`src/rtl/wb_initiator.sv`:
```
// Single-beat Wishbone initiator: one valid/ready request becomes one 4-phase
// stb/ack bus transaction, answered on a valid/ready response port.
module wb_initiator #(
    parameter int ADDR_W  = 2,
    parameter int DATA_W  = 8,
    parameter int TIMEOUT = 255
) (
    input  logic              wb_clk,
    input  logic              reset,
    input  logic              req_valid,
    output logic              req_ready,
    input  logic              req_write,
    input  logic [ADDR_W-1:0] req_addr,
    input  logic [DATA_W-1:0] req_wdata,
    output logic              rsp_valid,
    input  logic              rsp_ready,
    output logic [DATA_W-1:0] rsp_rdata,
    output logic              rsp_error,
    output logic              busy,
    output logic [7:0]        err_count,
    output logic [ADDR_W-1:0] wb_addr,
    output logic [DATA_W-1:0] wb_data_out,
    input  logic [DATA_W-1:0] wb_data_in,
    output logic              wb_we,
    output logic              wb_stb,
    input  logic              wb_ack
);

    typedef enum logic [1:0] {IDLE, STROBE, RELEASE, RESPOND} state_t;

    localparam logic [7:0] TO_LAST = 8'(TIMEOUT - 1);

    state_t            r_state;
    logic [7:0]        r_cnt;
    logic              r_stb;
    logic              r_we;
    logic [ADDR_W-1:0] r_addr;
    logic [DATA_W-1:0] r_dout;
    logic              r_rsp_valid;
    logic [DATA_W-1:0] r_rsp_rdata;
    logic              r_rsp_error;
    logic [7:0]        r_err_count;

    logic              w_to_hit;
    logic [7:0]        w_err_inc;

    assign w_to_hit  = (r_cnt == TO_LAST);
    assign w_err_inc = (r_err_count == 8'hFF) ? r_err_count : r_err_count + 8'd1;

    always_ff @(posedge wb_clk) begin
        if (reset) begin
            r_state     <= IDLE;
            r_cnt       <= '0;
            r_stb       <= 1'b0;
            r_we        <= 1'b1;
            r_addr      <= '0;
            r_dout      <= '0;
            r_rsp_valid <= 1'b0;
            r_rsp_rdata <= '0;
            r_rsp_error <= 1'b0;
            r_err_count <= '0;
        end else begin
            case (r_state)
                IDLE: begin
                    if (req_valid) begin
                        r_addr      <= req_addr;
                        r_dout      <= req_wdata;
                        r_we        <= ~req_write;
                        // An ack still high from the last transfer holds off the strobe.
                        r_stb       <= ~wb_ack;
                        r_cnt       <= '0;
                        r_rsp_rdata <= '0;
                        r_rsp_error <= 1'b0;
                        r_state     <= STROBE;
                    end
                end
                STROBE: begin
                    if (!r_stb) begin
                        if (!wb_ack) begin
                            r_stb <= 1'b1;
                            r_cnt <= '0;
                        end else if (w_to_hit) begin
                            r_rsp_error <= 1'b1;
                            r_err_count <= w_err_inc;
                            r_rsp_valid <= 1'b1;
                            r_state     <= RESPOND;
                        end else begin
                            r_cnt <= r_cnt + 8'd1;
                        end
                    end else if (wb_ack) begin
                        r_rsp_rdata <= r_we ? wb_data_in : '0;
                        r_stb       <= 1'b0;
                        r_cnt       <= '0;
                        r_state     <= RELEASE;
                    end else if (w_to_hit) begin
                        r_stb       <= 1'b0;
                        r_cnt       <= '0;
                        r_rsp_error <= 1'b1;
                        r_err_count <= w_err_inc;
                        r_state     <= RELEASE;
                    end else begin
                        r_cnt <= r_cnt + 8'd1;
                    end
                end
                RELEASE: begin
                    if (!wb_ack) begin
                        r_rsp_valid <= 1'b1;
                        r_state     <= RESPOND;
                    end else if (w_to_hit) begin
                        // A transaction is counted once even if both phases fail.
                        if (!r_rsp_error) begin
                            r_err_count <= w_err_inc;
                        end
                        r_rsp_error <= 1'b1;
                        r_rsp_rdata <= '0;
                        r_rsp_valid <= 1'b1;
                        r_state     <= RESPOND;
                    end else begin
                        r_cnt <= r_cnt + 8'd1;
                    end
                end
                RESPOND: begin
                    if (rsp_ready) begin
                        r_rsp_valid <= 1'b0;
                        r_state     <= IDLE;
                    end
                end
                default: r_state <= IDLE;
            endcase
        end
    end

    assign req_ready   = (r_state == IDLE);
    assign busy        = (r_state != IDLE);
    assign rsp_valid   = r_rsp_valid;
    assign rsp_rdata   = r_rsp_rdata;
    assign rsp_error   = r_rsp_error;
    assign err_count   = r_err_count;
    assign wb_addr     = r_addr;
    assign wb_data_out = r_dout;
    assign wb_we       = r_we;
    assign wb_stb      = r_stb;

endmodule

```
`config.mk`:
```
export PLATFORM = sky130hd
export DESIGN_NAME = wb_initiator
export DESIGN_NICKNAME = d
export VERILOG_FILES = /design/src/rtl/wb_initiator.sv
export SDC_FILE = /design/constraint.sdc
export NUM_CORES = 1
export LEC_CHECK = 0
export CORE_ASPECT_RATIO = 0.7
export CORE_MARGIN = 3
export CORE_UTILIZATION = 48
export DETAILED_ROUTE_END_ITERATION = 8
export GPL_ROUTABILITY_DRIVEN = 0
export HOLD_SLACK_MARGIN = 0.02
export PLACE_DENSITY = 0.84
export SLEW_MARGIN = 15
export SYNTH_ARGS = -nofsm -noshare
export SYNTH_HDL_FRONTEND = slang
export SYNTH_SLANG_ARGS = --single-unit
```
`constraint.sdc`:
```
create_clock -name wb_clk -period 2.9 [get_ports wb_clk]
set_input_delay 0.29 -clock wb_clk [delete_from_list [all_inputs] [get_ports wb_clk]]
set_output_delay 0.29 -clock wb_clk [all_outputs]
set_load 0.05 [all_outputs]
```
==> results by group, run 1 <==
Drt
  • Routed length per instance: 15.11 um
  • Met3 wire length: 516 um
  • Met2 routed WL: 2404 um
  • Vias per inst: 5.865
  • Via count: 2135
  • Final ANT Viol Nets: 0
  • Routed WL: 5500 um
  • Wl on met1: 2551 um
  • DRC: 0
  • Top Metal Used: met4
  • Initial drt markers: 170
  • DRT Pass-1 Iters: 5

Die
  • Die area: 0.005174 mm^2
  • Ports: 56
  • Die Span Y: 61.09 um
  • # rows: 19
  • Initial Utilization: 51.49%
  • Core area: 0.004041 mm^2
  • Width of the die: 84.70 um

Placement
  • Port-buffer cells: 55
  • Placed cell count: 356
  • Pre-CTS setup slack: 411.0 ps
  • Post-DP HPWL: 3963 um
  • Cell Area, Placed: 0.002674 mm^2

Job
  • Max Cap Viol: 0

Critical path
  • Worst Path Max Fanout: 9
  • Worst setup EP type: output pin
  • Critical path class: reg2out
  • Worst EP arrival: 2020 ps
  • Setup crit start kind: register
  • CP Data Required Time: 2610 ps

GRT
  • Vias in the first global route: 1969
  • Largest net degree at the start of global routing: 23
  • Initial antenna violation count: 0
  • First-pass GRT wire length: 9032 um
  • GRT Overall Usage: 21.47%
  • GR Overflow Total: 0

Synthesis
  • Synth unique cells: 46
  • Post-Synthesis Cell Area: 0.002081 mm^2
  • Top_reg_cell synth: dfxtp_1
  • Sequential-to-total area share from yosys stat: 38.48%
  • Number of flops mapped to enable cells by yosys: 0
  • Synth area leaders: dfxtp_1 (38%), a21oi_1 (9.1%), nand2_1 (7.9%)
  • Register bit total from synthesis: 40
  • Yosys top cell by area: dfxtp_1
  • Synth async-reset ratio: 0%
  • Syn_nets: 290
  • Area share of the leading cell type in the synthesized netlist: 38.48%
  • Avg Inst Size Synth: 8.065 um^2
  • Synth Instances: 258
  • Ys Warns: 0

Clock tree
  • Post-CTS sizing: 0
  • Clock Sinks: 40
  • Total CTS buffers: 5
  • Htree depth: 2
  • Worst-path clk slew: 80 ps
  • CTS tree: built
  • CTS Buffer Depth: 2
  • CTS Root Cell: clkbuf_8
  • Worst-skew pair later-pin latency: 290 ps
  • Post-CTS Setup Repair Bufs: 0
  • CTS Hold Buffers Added: 0

Timing
  • Max frequency: 0.4330 GHz
  • RSZ-0062 raised after global routing: false
  • Slew Viols, Final: 0
  • Final hold viol count: 0
  • Worst Slack Setup Final: 590.4 ps
  • Slew headroom: 47.54%
  • Tcrit/Tclk final: 79.64%
  • Worst slew pin tran: 784.5 ps
  • Post-route clock skew: 6.135 ps
  • Final setup viols: 0
  • Setup TNS: 0 ps
  • Final min period: 2310 ps

Pwr
  • Leak: 0.9574 nW
  • P per Cell Area: 675.1 mW/mm^2
  • Flop pwr share: 34.0%
  • Logic pwr share: 41.5%
  • Internal Pwr Total: 1.115 mW
  • Switch share: 40.68%
  • P_sw: 764.8 uW
  • Peak supply drop: 0.0004839 V
  • Clock group share of total power: 24.5%

Layout
  • Final net count: 343
  • Share of post-route cells with drive strength above 1: 7.372%
  • Area Growth Syn to Fin: 33.85%
  • Diodes inserted: 0
  • Final Non-Filler Cells: 364
  • Fin area: 0.002785 mm^2

Worst hold path
  • HP Class: reg2reg

Outcome
  • Outcome: completed
[worst paths after layout]
path,startpoint,cells after the start,slack [ps],end
worst max-delay path,r_state[0],4,590,busy
worst min-delay path,rsp_valid,2,450,rsp_valid
worst max register to register,r_state[0],7,610,rsp_rdata[5]
worst min register to register,rsp_valid,2,450,rsp_valid
[cell usage in the layout (no fill, tap or decap), drive strengths merged, types with 5 or more instances in the layout]
| cell type | instances |
|---|---|
| clkdlybuf4s50 | 55 |
| nor2b | 7 |
| nand2 | 44 |
| inv | 8 |
| o21ai | 13 |
| ha | 8 |
| nor3 | 7 |
| buf | 5 |
| nand3 | 9 |
| nand4 | 10 |
| dfxtp | 40 |
| a211oi | 5 |
| clkbuf | 5 |
| nor2 | 13 |
| a21oi | 38 |
[flip-flops by register name, summed over array words and instances, names as in the netlist]
signal       flops
err_count        8
r_cnt            8
rsp_rdata        8
wb_data_out      8
r_state          2
wb_addr          2
rsp_error        1
rsp_valid        1
wb_stb           1
wb_we            1
[through the flow]
stage                     hold WS [ps]  util [%]  total power [mW]
after global routing             464.4     68.92             1.970
after floorplan                  426.0         -             1.179
final                            450.0     68.92             1.880
after CTS                        450.5     68.92             1.877
after detailed placement         437.7     66.16             1.422
after global placement           431.5     66.16             1.412
[cells by family (layout without fill, tap and decap cells)]
kind of cell | after synthesis | after routing | synth area share (%)
flops | 40 | 40 | 38.48
simple gates | 104 | 104 | 25.86
fa+ha+maj | 8 | 8 | 4.811
mux | 2 | 2 | 1.022
xor+xnor | 2 | 2 | 0.8420
compound gates | 80 | 80 | 24.41
buf+inv | 22 | 76 | 4.570
[Yosys cell counts, types with 2 or more instances]
| master | number |
|---|---|
| nand2_1 | 44 |
| dfxtp_1 | 40 |
| a21oi_1 | 38 |
| o21ai_0 | 13 |
| nor2_1 | 12 |
| clkbuf_1 | 10 |
| nand4_1 | 9 |
| ha_1 | 8 |
| nand3_1 | 8 |
| inv_1 | 7 |
| nor2b_1 | 7 |
| nor3_1 | 7 |
| a211oi_1 | 5 |
| a31oi_1 | 4 |
| and4_1 | 3 |
| nand2b_1 | 3 |
| or3_1 | 3 |
| a221o_1 | 2 |
| a311oi_1 | 2 |
| a31o_2 | 2 |
| buf_2 | 2 |
| nand4b_1 | 2 |
| o2bb2ai_1 | 2 |
| o31ai_1 | 2 |
| xnor2_1 | 2 |
[cell type report]
class | instances | area, um^2
Sequential cell | 40 | 800.8
Fill cell | 336 | 1256
Tap cell | 52 | 65.06
Inverter | 8 | 35.03
Timing Repair Buffer | 60 | 588.1
Clock buffer | 5 | 68.82
Clock inverter | 3 | 42.54
Multi-Input combinational cell | 196 | 1185
[critical path, stage by stage (launching register included)]
cell,delay [ps]
dfxtp_1,380
inv_1,100
ha_1,320
inv_1,120
clkdlybuf4s50_1,800
[layer usage]
| layer | vias up | global-route usage (%) |
|---|---|---|
| met1 | 974 | 28.83 |
| met5 | - | 0 |
| met4 | 0 | 5.192 |
| met2 | 110 | 34.34 |
| li1 | 1047 | - |
| met3 | 4 | 6.818 |
[power groups by stage]
| stage | Clock (mW) | Sequential (mW) | Combinational, mW |
|---|---|---|---|
| 6_report | 0.460 | 0.640 | 0.780 |
| 5_1_grt | 0.486 | 0.647 | 0.837 |
| 4_1_cts | 0.464 | 0.640 | 0.774 |
| 3_5_place_dp | 0 | 0.651 | 0.771 |
| 3_3_place_gp | 0 | 0.651 | 0.761 |
| 2_1_floorplan | 0 | 0.770 | 0.409 |
Note: power is estimated with default switching activity, not from simulation.
==> inputs of run 2 (changes only) <==
clock period = 2.2 ns   (was 2.9 ns; I/O delays follow)
==> results by group, run 2 (synthesized netlist as in run 1, its figures left out) <==
Clock tree
  • CTS Root Cell: clkbuf_8
  • CTS tree: built
  • Clock Sinks: 40
  • Htree depth: 2
  • CTS Buffer Depth: 2
  • Worst-path clk slew: 80 ps
  • Total CTS buffers: 5
  • Worst-skew pair later-pin latency: 300 ps
  • CTS Hold Buffers Added: 0

Timing
  • Final min period: 2119 ps
  • Tcrit/Tclk final: 96.31%
  • Slew Viols, Final: 0
  • Final setup viols: 0
  • Final hold viol count: 0
  • Slew headroom: 64.77%
  • Post-route clock skew: 6.896 ps
  • Worst slew pin tran: 526.8 ps
  • Setup TNS: 0 ps
  • Max frequency: 0.4720 GHz

Die
  • Width of the die: 84.70 um
  • Initial Utilization: 51.49%
  • Die area: 0.005174 mm^2
  • Core area: 0.004041 mm^2
  • # rows: 19
  • Ports: 56
  • Die Span Y: 61.09 um

Critical path
  • Worst EP arrival: 1900 ps
  • Worst flop-to-flop path startpoint: r_state[0]
  • Worst setup EP type: output pin
  • Worst Path Max Fanout: 8
  • Setup crit start kind: register
  • CP Launch Point: r_state[1]
  • Critical path class: reg2out
  • CP Data Required Time: 1980 ps

Layout
  • Final net count: 356
  • Final Non-Filler Cells: 377
  • Fillers: 341
  • Area Growth Syn to Fin: 39.75%
  • Area of the multi-input gates: 0.001206 mm^2
  • Register area: 803.3 um^2
  • Share of post-route cells with drive strength above 1: 13.23%
  • Commonest non-fill, non-tap cell in the layout: clkdlybuf4s50_1
  • Diodes inserted: 0
  • Most frequent cells in the layout: clkdlybuf4s50_1 (54), nand2_1 (44), dfxtp_1 (38), a21oi_1 (37), buf_4 (19)

Pwr
  • Leak: 1.022 nW
  • Peak supply drop: 0.0005728 V
  • P per Cell Area: 874.2 mW/mm^2
  • Switch share: 40.40%
  • Internal Pwr Total: 1.515 mW
  • Logic pwr share: 42.6%
  • P_sw: 1.027 mW
  • Flop pwr share: 33.2%
  • Clock group share of total power: 24.2%
  • Power Total: 2.542 mW

Drt
  • Final ANT Viol Nets: 0
  • Via count: 2161
  • Initial drt markers: 99
  • Routed length per instance: 15.01 um
  • Vias per inst: 5.732
  • Routed WL: 5660 um
  • DRC: 0
  • DRT Pass-1 Iters: 4

Worst hold path
  • HP Class: reg2reg
  • Hold Startpoint: rsp_valid

GRT
  • Initial antenna violation count: 0
  • GRT Overall Usage: 21.60%
  • Vias in the first global route: 1922
  • GR Overflow Total: 0
  • Largest net degree at the start of global routing: 22
  • First-pass GRT wire length: 8956 um

Placement
  • Port-buffer cells: 55
  • Placed cell count: 369
  • Post-DP HPWL: 4183 um

Outcome
  • Outcome: completed

Job
  • Max Cap Viol: 0
[run 2: cell types whose count changed in the layout (fill, tap and decap cells not counted), sizes merged]
cell and change:
buf +14, clkdlybuf4s50 -1, clkinv -1, inv +1
[run 2: what timing repair did]
item | in CTS | in global routing
endpoints found under the setup margin | 0 | 4
setup buffers | 0 | 0
gates resized for setup | 0 | 5
[run 2: per-stage QoR]
step	utilization (%)	hold slack (ps)	area [um^2]	worst slack, ps
finish	71.95	445.5	2908	81.20
global route	71.95	465.2	2908	-35.40
CTS	71.46	453.3	2888	48.62
floorplan	-	356.0	2085	109.3
global placement	68.61	430.1	2773	68.49
detailed placement	68.61	439.8	2773	1.082
[run 2: area by class of cell]
cell class                 instances  area share, %
multi-input combinational        196          41.48
clock buffer                       5          2.367
sequential                        40          27.62
clock inverter                     3          1.592
inverter                           8          1.205
tap                               52          2.238
timing repair buffer              73          23.49
[run 2: worst paths after layout]
path,endpoint,slack (ps),cells after the start
setup / recovery,req_ready,80,4
hold / removal,rsp_valid,450,2
setup reg to reg,r_cnt[6],90,8
hold reg to reg,rsp_valid,450,2
[run 2: metal layers]
metal	vias to the layer above	track usage [%]	share of wire, %	wire length (um)
li1	1068	-	-	-
met1	987	28.84	46	2582
met2	104	33.00	45	2525
met3	2	7.487	9.4	531
met4	0	7.675	0.37	21
met5	-	0	0	0
[run 2: power by group through the flow]
stage / clock network [mW] / registers, mW / logic [mW]
4_1_cts: 0.631 / 0.844 / 1.06
3_5_place_dp: 0 / 0.859 / 1.06
5_1_grt: 0.668 / 0.855 / 1.15
2_1_floorplan: 0 / 1.02 / 0.545
3_3_place_gp: 0 / 0.859 / 1.05
6_report: 0.616 / 0.844 / 1.08
[run 2: worst max-delay path, stage by stage, from the launching register on]
cell and delay (ps):
dfxtp_1 340, inv_1 110, ha_2 180, buf_4 150, clkdlybuf4s50_1 810
